[config.mk]
export PLATFORM = sky130hd
export DESIGN_NAME = uart_link_ctrl_flat
export DESIGN_NICKNAME = d
export VERILOG_FILES = /design/src/rtl/uart_link_ctrl_if.sv /design/src/rtl/uart_link_ctrl.sv /design/src/flat_wrapper.sv
export SDC_FILE = /design/constraint.sdc
export NUM_CORES = 1
export LEC_CHECK = 0
export ABC_AREA = 1
export CAP_MARGIN = 25
export CORE_UTILIZATION = 52
export DETAILED_ROUTE_END_ITERATION = 8
export PLACE_DENSITY = 0.84
export SLEW_MARGIN = 20
export SYNTH_ARGS = -nofsm -noshare
export SYNTH_HDL_FRONTEND = slang
export SYNTH_SLANG_ARGS = --single-unit
[constraint.sdc]
create_clock -name clk -period 5.38 [get_ports clk]
set_input_delay 0.807 -clock clk [delete_from_list [all_inputs] [get_ports clk]]
set_output_delay 0.807 -clock clk [all_outputs]
set_load 0.02 [all_outputs]
[src/rtl/uart_link_ctrl_if.sv]
// Bundle of requester, UART-side and FIFO-read signals around uart_link_ctrl.
// master = the controller, slave = the surrounding logic / UART.
interface uart_link_ctrl_if #(
    parameter int N_REQ    = 2,
    parameter int RX_DEPTH = 4
);
    localparam int CW = $clog2(RX_DEPTH) + 1;

    logic [N_REQ-1:0]   req_valid;
    logic [8*N_REQ-1:0] req_data;
    logic [N_REQ-1:0]   req_ready;
    logic [7:0]         tx_data;
    logic               tx_send;
    logic               tx_finish;
    logic               rx_flag;
    logic [7:0]         rx_data;
    logic               rx_flag_clr;
    logic               rd_en;
    logic [7:0]         rd_data;
    logic               rx_empty;
    logic [CW-1:0]      rx_count;
    logic               rx_overflow;
    logic               ovf_clr;
    logic               tx_busy;

    modport master (
        input  req_valid, req_data, tx_finish, rx_flag, rx_data, rd_en, ovf_clr,
        output req_ready, tx_data, tx_send, rx_flag_clr, rd_data, rx_empty,
               rx_count, rx_overflow, tx_busy
    );

    modport slave (
        output req_valid, req_data, tx_finish, rx_flag, rx_data, rd_en, ovf_clr,
        input  req_ready, tx_data, tx_send, rx_flag_clr, rd_data, rx_empty,
               rx_count, rx_overflow, tx_busy
    );
endinterface

[src/rtl/uart_link_ctrl.sv]
// Sequences a full-duplex UART: round-robin TX arbitration with one frame in
// flight, and RX draining into a show-ahead FIFO with sticky overflow.
module uart_link_ctrl #(
    parameter int N_REQ    = 2,
    parameter int RX_DEPTH = 4
) (
    input  logic             clk,
    input  logic             rst_n,
    uart_link_ctrl_if.master bus
);
    localparam int PW = (N_REQ > 1) ? $clog2(N_REQ) : 1;
    localparam int AW = $clog2(RX_DEPTH);
    localparam int CW = AW + 1;

    typedef enum logic [1:0] {S_IDLE, S_SEND, S_WAIT} state_t;

    state_t           r_state, w_next;
    logic [PW-1:0]    r_rr_ptr;
    logic [7:0]       r_tx_data;
    logic             r_fin_q;
    logic             w_gnt_vld;
    logic [PW-1:0]    w_gnt_idx;
    logic [PW-1:0]    w_idx;
    logic [N_REQ-1:0] w_onehot;
    logic             w_accept;
    logic             w_fin_rise;

    // Grant search starts at rr_ptr; walking k downward leaves the nearest hit.
    always_comb begin
        w_gnt_vld = 1'b0;
        w_gnt_idx = '0;
        w_idx     = '0;
        for (int k = N_REQ - 1; k >= 0; k--) begin
            w_idx = PW'((int'(r_rr_ptr) + k) % N_REQ);
            if (bus.req_valid[w_idx]) begin
                w_gnt_vld = 1'b1;
                w_gnt_idx = w_idx;
            end
        end
    end

    always_comb begin
        w_onehot            = '0;
        w_onehot[w_gnt_idx] = 1'b1;
    end

    assign w_accept   = (r_state == S_IDLE) && w_gnt_vld;
    assign w_fin_rise = bus.tx_finish & ~r_fin_q;

    always_comb begin
        w_next = r_state;
        case (r_state)
            S_IDLE:  if (w_gnt_vld) w_next = S_SEND;
            S_SEND:  w_next = S_WAIT;
            S_WAIT:  if (w_fin_rise) w_next = S_IDLE;
            default: w_next = S_IDLE;
        endcase
    end

    always_ff @(posedge clk or negedge rst_n) begin
        if (!rst_n) begin
            r_state   <= S_IDLE;
            r_rr_ptr  <= '0;
            r_tx_data <= 8'h00;
            r_fin_q   <= 1'b0;
        end else begin
            r_state <= w_next;
            r_fin_q <= bus.tx_finish;
            if (w_accept) begin
                r_tx_data <= bus.req_data[{w_gnt_idx, 3'b000} +: 8];
                r_rr_ptr  <= PW'((int'(w_gnt_idx) + 1) % N_REQ);
            end
        end
    end

    assign bus.req_ready = w_accept ? w_onehot : '0;
    assign bus.tx_data   = r_tx_data;
    assign bus.tx_send   = (r_state == S_SEND);
    assign bus.tx_busy   = (r_state != S_IDLE);

    logic [7:0]    r_mem [RX_DEPTH];
    logic [AW-1:0] r_wr_ptr, r_rd_ptr;
    logic [CW-1:0] r_count;
    logic          r_clr_pend;
    logic          r_ovf;
    logic          w_full, w_empty, w_capture, w_wr, w_rd, w_ovf_evt;

    assign w_full    = (r_count == CW'(RX_DEPTH));
    assign w_empty   = (r_count == '0);
    assign w_rd      = bus.rd_en & ~w_empty;
    // clr_pend masks the flag for the cycle the UART is still clearing it.
    assign w_capture = bus.rx_flag & ~r_clr_pend;
    assign w_wr      = w_capture & (~w_full | w_rd);
    assign w_ovf_evt = w_capture & w_full & ~w_rd;

    always_ff @(posedge clk) begin
        if (w_wr) r_mem[r_wr_ptr] <= bus.rx_data;
    end

    always_ff @(posedge clk or negedge rst_n) begin
        if (!rst_n) begin
            r_wr_ptr   <= '0;
            r_rd_ptr   <= '0;
            r_count    <= '0;
            r_clr_pend <= 1'b0;
            r_ovf      <= 1'b0;
        end else begin
            r_clr_pend <= w_capture;
            if (w_wr) r_wr_ptr <= r_wr_ptr + 1'b1;
            if (w_rd) r_rd_ptr <= r_rd_ptr + 1'b1;
            case ({w_wr, w_rd})
                2'b10:   r_count <= r_count + 1'b1;
                2'b01:   r_count <= r_count - 1'b1;
                default: r_count <= r_count;
            endcase
            if (w_ovf_evt)        r_ovf <= 1'b1;
            else if (bus.ovf_clr) r_ovf <= 1'b0;
        end
    end

    assign bus.rx_flag_clr = r_clr_pend;
    assign bus.rd_data     = r_mem[r_rd_ptr];
    assign bus.rx_empty    = w_empty;
    assign bus.rx_count    = r_count;
    assign bus.rx_overflow = r_ovf;
endmodule

[src/flat_wrapper.sv]
// flat-port wrapper written by rule: the top's interface ports become plain ports
module uart_link_ctrl_flat 
#(
    parameter int N_REQ    = 2,
    parameter int RX_DEPTH = 4
)
  (clk, rst_n, bus_req_valid, bus_req_data, bus_tx_finish, bus_rx_flag, bus_rx_data, bus_rd_en, bus_ovf_clr, bus_req_ready, bus_tx_data, bus_tx_send, bus_rx_flag_clr, bus_rd_data, bus_rx_empty, bus_rx_count, bus_rx_overflow, bus_tx_busy);
  uart_link_ctrl_if #(.N_REQ(N_REQ), .RX_DEPTH(RX_DEPTH)) bus_i ();
  input  logic clk;
  input  logic rst_n;
  input wire logic [$bits(bus_i.req_valid)-1:0] bus_req_valid;
  input wire logic [$bits(bus_i.req_data)-1:0] bus_req_data;
  input wire logic [$bits(bus_i.tx_finish)-1:0] bus_tx_finish;
  input wire logic [$bits(bus_i.rx_flag)-1:0] bus_rx_flag;
  input wire logic [$bits(bus_i.rx_data)-1:0] bus_rx_data;
  input wire logic [$bits(bus_i.rd_en)-1:0] bus_rd_en;
  input wire logic [$bits(bus_i.ovf_clr)-1:0] bus_ovf_clr;
  output wire logic [$bits(bus_i.req_ready)-1:0] bus_req_ready;
  output wire logic [$bits(bus_i.tx_data)-1:0] bus_tx_data;
  output wire logic [$bits(bus_i.tx_send)-1:0] bus_tx_send;
  output wire logic [$bits(bus_i.rx_flag_clr)-1:0] bus_rx_flag_clr;
  output wire logic [$bits(bus_i.rd_data)-1:0] bus_rd_data;
  output wire logic [$bits(bus_i.rx_empty)-1:0] bus_rx_empty;
  output wire logic [$bits(bus_i.rx_count)-1:0] bus_rx_count;
  output wire logic [$bits(bus_i.rx_overflow)-1:0] bus_rx_overflow;
  output wire logic [$bits(bus_i.tx_busy)-1:0] bus_tx_busy;
  assign bus_i.req_valid = bus_req_valid;
  assign bus_i.req_data = bus_req_data;
  assign bus_i.tx_finish = bus_tx_finish;
  assign bus_i.rx_flag = bus_rx_flag;
  assign bus_i.rx_data = bus_rx_data;
  assign bus_i.rd_en = bus_rd_en;
  assign bus_i.ovf_clr = bus_ovf_clr;
  assign bus_req_ready = bus_i.req_ready;
  assign bus_tx_data = bus_i.tx_data;
  assign bus_tx_send = bus_i.tx_send;
  assign bus_rx_flag_clr = bus_i.rx_flag_clr;
  assign bus_rd_data = bus_i.rd_data;
  assign bus_rx_empty = bus_i.rx_empty;
  assign bus_rx_count = bus_i.rx_count;
  assign bus_rx_overflow = bus_i.rx_overflow;
  assign bus_tx_busy = bus_i.tx_busy;
  uart_link_ctrl #(.N_REQ(N_REQ), .RX_DEPTH(RX_DEPTH)) u_core (.clk(clk), .rst_n(rst_n), .bus(bus_i));
endmodule
# --- After elaboration in Yosys (flattened, before gate mapping) ---
# Memory sizes are Yosys's and may differ from the RTL's.
# Cells that the tools add are included.
op_classes:
  n_eq_ne: 7
  muxes: 19
  reduce_logical: 8
  bitwise: 12
  magnitude_cmp: 4
  shifts: 1
  add_sub_neg: 6
ops:
  columns: ["op", "n"]
  rows:
  - ["$shiftx 16x5->8", 1]
  - ["$mux 1", 13]
  - ["$and 1x1->1", 6]
  - ["$lt 1x2->1 const B", 3]
  - ["$mux 2", 3]
  - ["$pmux 2 s3", 1]
  - ["$pmux 3 s2", 1]
  - ["$reduce_bool 2->1", 3]
  - ["$not 1->1", 5]
  - ["$add 2x1->2 const B", 2]
  - ["$eq 2x1->1 const B", 2]
  - ["$eq 2x2->1 const B", 2]
  - ["$ne 2x1->1 const B", 2]
  - ["$add 3x1->3 const B", 1]
  - ["$eq 3x3->1 const B", 1]
  - ["$logic_not 3->1", 1]
  - ["$sub 3x1->3 const B", 1]
  - ["$add 1x1->1 const B", 2]
  - ["$logic_and 1x1->1", 2]
  - ["$logic_not 2->1", 1]
  - ["$reduce_and 2->1", 1]
  - ["$demux 1 s1", 1]
  - ["$ge 1x1->1 const B", 1]
  - ["$or 1x1->1", 1]
word_totals:
  ramBits: 32
  memories: 1
  register_bits: 21
  out_inout_bits: 26
memory_table:
  columns: ["name", "depth", "word_bits", "rd", "rd_clocked_by_memory_dff", "wr", "line_no", "source"]
  rows:
  - ["u_core.r_mem", 4, 8, 1, 0, 1, "uart_link_ctrl.sv:81", "logic [7:0] r_mem [RX_DEPTH];"]

# --- Logic depth before layout (Yosys ltp) ---
depth:
  ltp_word: 10
  mapped_depth: 11
  depth_no_buf: 11

# --- Worst setup path after synthesis ---
# No wires, ideal clock.
synth_path:
  kind: "input port to output port"
  start: "in bus_req_valid[1]"
  end: "out bus_req_ready[1]"
  setup_slack_ns: 3.167
  n_path_buf: 1
  stages: 3
  arrival_time_ns: 1.406
  path_cell_list: "buf_2 -> nand2_4 -> nor2_1"
synth_via:
  elab_chain_len: 9
synth_lines:
  columns: ["item", "line_no", "source"]
  rows:
  - ["start: declaration", "flat_wrapper.sv:11", "input wire logic [$bits(bus_i.req_valid)-1:0] bus_req_valid;"]
  - ["$mux 1 (implied by the code) (2 in a row)", "uart_link_ctrl.sv:35", "if (bus.req_valid[w_idx]) begin"]
  - ["$mux 1 (2 in a row)", "uart_link_ctrl.sv:35", null]
  - ["$lt 1x2->1 (implied by the code) / $ge 1x1->1 (equally long branches)", "uart_link_ctrl.sv:44", "w_onehot[w_gnt_idx] = 1'b1;"]
  - ["$logic_and 1x1->1 (implied by the code)", "uart_link_ctrl.sv:44", null]
  - ["$mux 1 (implied by the code)", "uart_link_ctrl.sv:44", null]
  - ["$demux 1 s1", null, null]
  - ["$mux 2 (*)", "uart_link_ctrl.sv:76", "assign bus.req_ready = w_accept ? w_onehot : '0;"]
  - ["end: declaration", "flat_wrapper.sv:18", "output wire logic [$bits(bus_i.req_ready)-1:0] bus_req_ready;"]
# Mark *: on every way between the ends. The rest lies on a longest branch, timed or not. The select of a mux whose other input is x is not followed.

# --- Worst setup path after layout ---
layout_path:
  start: "in bus_req_valid[1]"
  end: "out bus_req_ready[0]"
# The elaborated chain is that of the path after synthesis.

==> reports/results.tsv <==
stage	metric	value	unit
run_status	status	complete, no violations	
worst_setup_path	crit_fanout	11	
sta	fin_crit_sh	0.689	
worst_setup_path	worstSetupPathType	input port to primary output	
cts	post_cts_resize_count	0	
power	p_sw	0.654	mW
logic_synthesis	ys_warn_count	0	
drt	drc_errors	0	
worst_setup_path	path_buf_inv	3	
floorplan	core	0.00414	mm²
logic_synthesis	ys_seq_elements	53	
floorplan	num_io_pins	58	
layout	syn_to_final_growth	30.6	%
floorplan	die_area	0.00472	mm²
drt	drt-initial-drc-count	108	
sta	setup_ws	1.67	ns
sta	setup_tns	0	ns
grt	grt_pass1_wl	7.35	mm
logic_synthesis	synth_area_leader_cell	edfxtp_1	
cts	tritoncts	yes	
sta	hold_viol	0	
power	p_sw_frac	0.396	
layout	drive_gt1_frac	0.0746	
floorplan	rows	23	
hold_path	min_path_cells	2	
power	clkPwrFrac	0.159	
floorplan	die_h	68.7	µm
worst_setup_path	cp_slowest_cell	clkdlybuf4s50_1	
sta	drv_slew	0	
logic_synthesis	synthTopCellsByArea	edfxtp_1 41%, dfrtp_1 23%, nand3_1 4.3%	
cts	cts_hold_buf	0	
worst_setup_path	path_delay_family	buffers and inverters	
power	peakVddDrop	0.403	mV
power	power	1.65	mW
logic_synthesis	ys_seq_area_frac	0.642	
cts	clkSinkCount	53	
sta	min_period	3.71	ns
worst_setup_path	crit_chain	clkdlybuf4s50_1 > nor2_2 > nor2_2 > nand2_1 > inv_1 > clkdlybuf4s50_1	
cts	cts_root_buf	clkbuf_8	
layout	final_area	0.00302	mm²
grt	grt_use_total	0.223	
hold_path	min_path_type	flip-flop to flip-flop	
drt	drt-total-wl	4.79	mm
worst_setup_path	cp-end-kind	primary output	
logic_synthesis	syn_nets	246	
power	p_comb_frac	0.459	
power	p_leak	1.21	nW
placed_design	dp_hpwl	3.29	mm
sta	fmax	270	MHz
sta	finalSetupViolations	0	
cts	clock_path_buffers	2	
cts	path_clk_slew	0.08	ns
worst_setup_path	worstSetupStartpointType	input port	
worst_setup_path	reg2reg_depth	10	
logic_synthesis	syn_area	0.00232	mm²
run	maxCapViolCount	0	
drt	viasPerCell	5.34	
worst_setup_path	cp.depth	6	
sta	fin_skew	0.00802	ns
drt	dr_total_vias	1698	
power	power.density	546	mW/mm²
cts	cts_buffers	5	
drt	antenna_left	0	
logic_synthesis	synth_top_area_share	0.415	
logic_synthesis	synth_top_flop_cell	edfxtp_1	
power	power_frac_seq	0.382	
logic_synthesis	yosysMostFrequentCell	edfxtp_1	
worst_setup_path	arrival	2.90	ns
logic_synthesis	synth-edff-count	32	
grt	grt_max_degree	22	
drt	first_pass_iters	4	
logic_synthesis	ys_async_sr_fraction	0.396	
drt	wl_per_cell	15.1	µm
placed_design	pre_cts_ws	1.72	ns
floorplan	die_x	68.7	µm
layout	n_antenna_cell	0	
sta	rsz0062_at_grt	false	
power	p_int	0.996	mW
grt	grt_pass1_vias	1620	
floorplan	start_util	0.559	
cts	htreeDepth	2	
worst_setup_path	cpPeakStageDelay	0.79	ns
sta	tightest_slew	0.815	ns
cts	clk_latency	0.30	ns
cts	post_cts_buffers	0	
placed_design	dpl_cell_area	0.00290	mm²
worst_setup_path	required	4.57	ns
placed_design	portBuffers	57	
logic_synthesis	ys_types	27	
sta	whs	0.503	ns
logic_synthesis	synth_cells	208	
grt	grt_overflow	0	
sta	relSlewSlack	0.455	
placed_design	gp_congestion	0.819	
grt	grt_antenna_before_repair	0	
logic_synthesis	synth_commonest_cells	32 x edfxtp_1, 25 x nand2_1, 25 x nor2_1, 21 x dfrtp_1, 20 x nand3_1	
logic_synthesis	avgSynthCellArea	11.1	µm²
layout	nets	305	
## worst reg2reg max path: stages, from the launching register on
cell and delay (ns):
dfrtp_1 0.43, nor2_1 0.18, nand3_1 0.15, nand2_2 0.16
ha_1 0.19, inv_1 0.07, fa_1 0.38, nand2_1 0.10
nand3_1 0.07, nand2_1 0.06, nand2_1 0.04
## placed cells by master, fill, tap and decap left out
master           instances
clkdlybuf4s50_1         57
edfxtp_1                32
nor2_1                  25
nand2_1                 25
dfrtp_1                 21
nand3_1                 20
inv_1                   19
o21ai_0                 19
nand4_1                 10
o22ai_1                  8
ha_1                     5
clkbuf_8                 5
inv_2                    2
nand2_4                  2
nor2_2                   2
nand2_2                  2
inv_4                    1
o21ai_1                  1
a21oi_1                  1
nor2_4                   1
o21ai_4                  1
o21ai_2                  1
o211ai_1                 1
xnor2_1                  1
xor2_1                   1
fa_1                     1
bufinv_16                1
clkinv_2                 1
clkbuf_1                 1
buf_8                    1
## logic make-up after synthesis
logic type                 share of synthesized area
DFF                                            0.642
xor gates and xnor gates                     0.00756
and+or+nand+nor                                0.177
adders and majority gates                     0.0357
AOI/OAI and AO/OA                             0.0810
buffers and inverters                         0.0573
## power by group through the flow
| stage | Combinational (mW) | Clock, mW | Sequential (mW) |
|---|---|---|---|
| global placement | 0.734 | 0 | 0.631 |
| floorplan | 0.440 | 0 | 0.645 |
| CTS | 0.760 | 0.264 | 0.629 |
| global route | 0.824 | 0.277 | 0.646 |
| detailed placement | 0.752 | 0 | 0.636 |
| finish | 0.758 | 0.262 | 0.630 |
## through the flow
step,cells,util
2_1_floorplan,208,-
4_1_cts,317,0.726
5_1_grt,318,0.730
3_5_place_dp,309,0.700
3_3_place_gp,309,0.700
6_report,318,0.730
## state kept, by name, indices dropped and copies added, names as in the netlist
name	count
u_core.r_rr_ptr	1
u_core.r_state	2
u_core.r_wr_ptr	2
u_core.r_rd_ptr	2
u_core.bus.rx_overflow	1
u_core.r_fin_q	1
u_core.bus.tx_data	8
u_core.bus.rx_count	3
u_core.r_mem	32
u_core.bus.rx_flag_clr	1
## final cells by class
type                            count  area [µm²]
Clock buffer                        6        72.6
Clock inverter                      2        35.0
Fill cell                         275        1120
Inverter                           22        85.1
Multi-Input combinational cell    127         697
Sequential cell                    53        1490
Tap cell                           50        62.6
Timing Repair Buffer               58         586
## worst paths after layout
| check | startpoint | end | slack (ns) |
|---|---|---|---|
| max | bus_req_valid[1] | bus_req_ready[0] | 1.67 |
| min | u_core.bus.tx_data[5]$_DFFE_PN0P_ | u_core.bus.tx_data[5]$_DFFE_PN0P_ | 0.50 |
| max reg2reg | u_core.bus.rx_count[0]$_DFFE_PN0P_ | u_core.bus.rx_count[2]$_DFFE_PN0P_ | 3.43 |
| min reg2reg | u_core.bus.tx_data[5]$_DFFE_PN0P_ | u_core.bus.tx_data[5]$_DFFE_PN0P_ | 0.50 |
| max in group asynchronous | rst_n | u_core.r_wr_ptr[1]$_DFFE_PN0P_ | 4.21 |
| min in group asynchronous | rst_n | u_core.bus.tx_data[0]$_DFFE_PN0P_ | 0.76 |
## per-layer routing
| metal | vias up | track usage | share of wire |
|---|---|---|---|
| li1 | 837 | - | - |
| met1 | 812 | 0.273 | 0.44 |
| met2 | 47 | 0.384 | 0.51 |
| met3 | 2 | 0.0526 | 0.042 |
| met4 | 0 | 0.0791 | 0.0079 |
| met5 | - | 0 | 0 |
(Power assumes the default switching activity.)
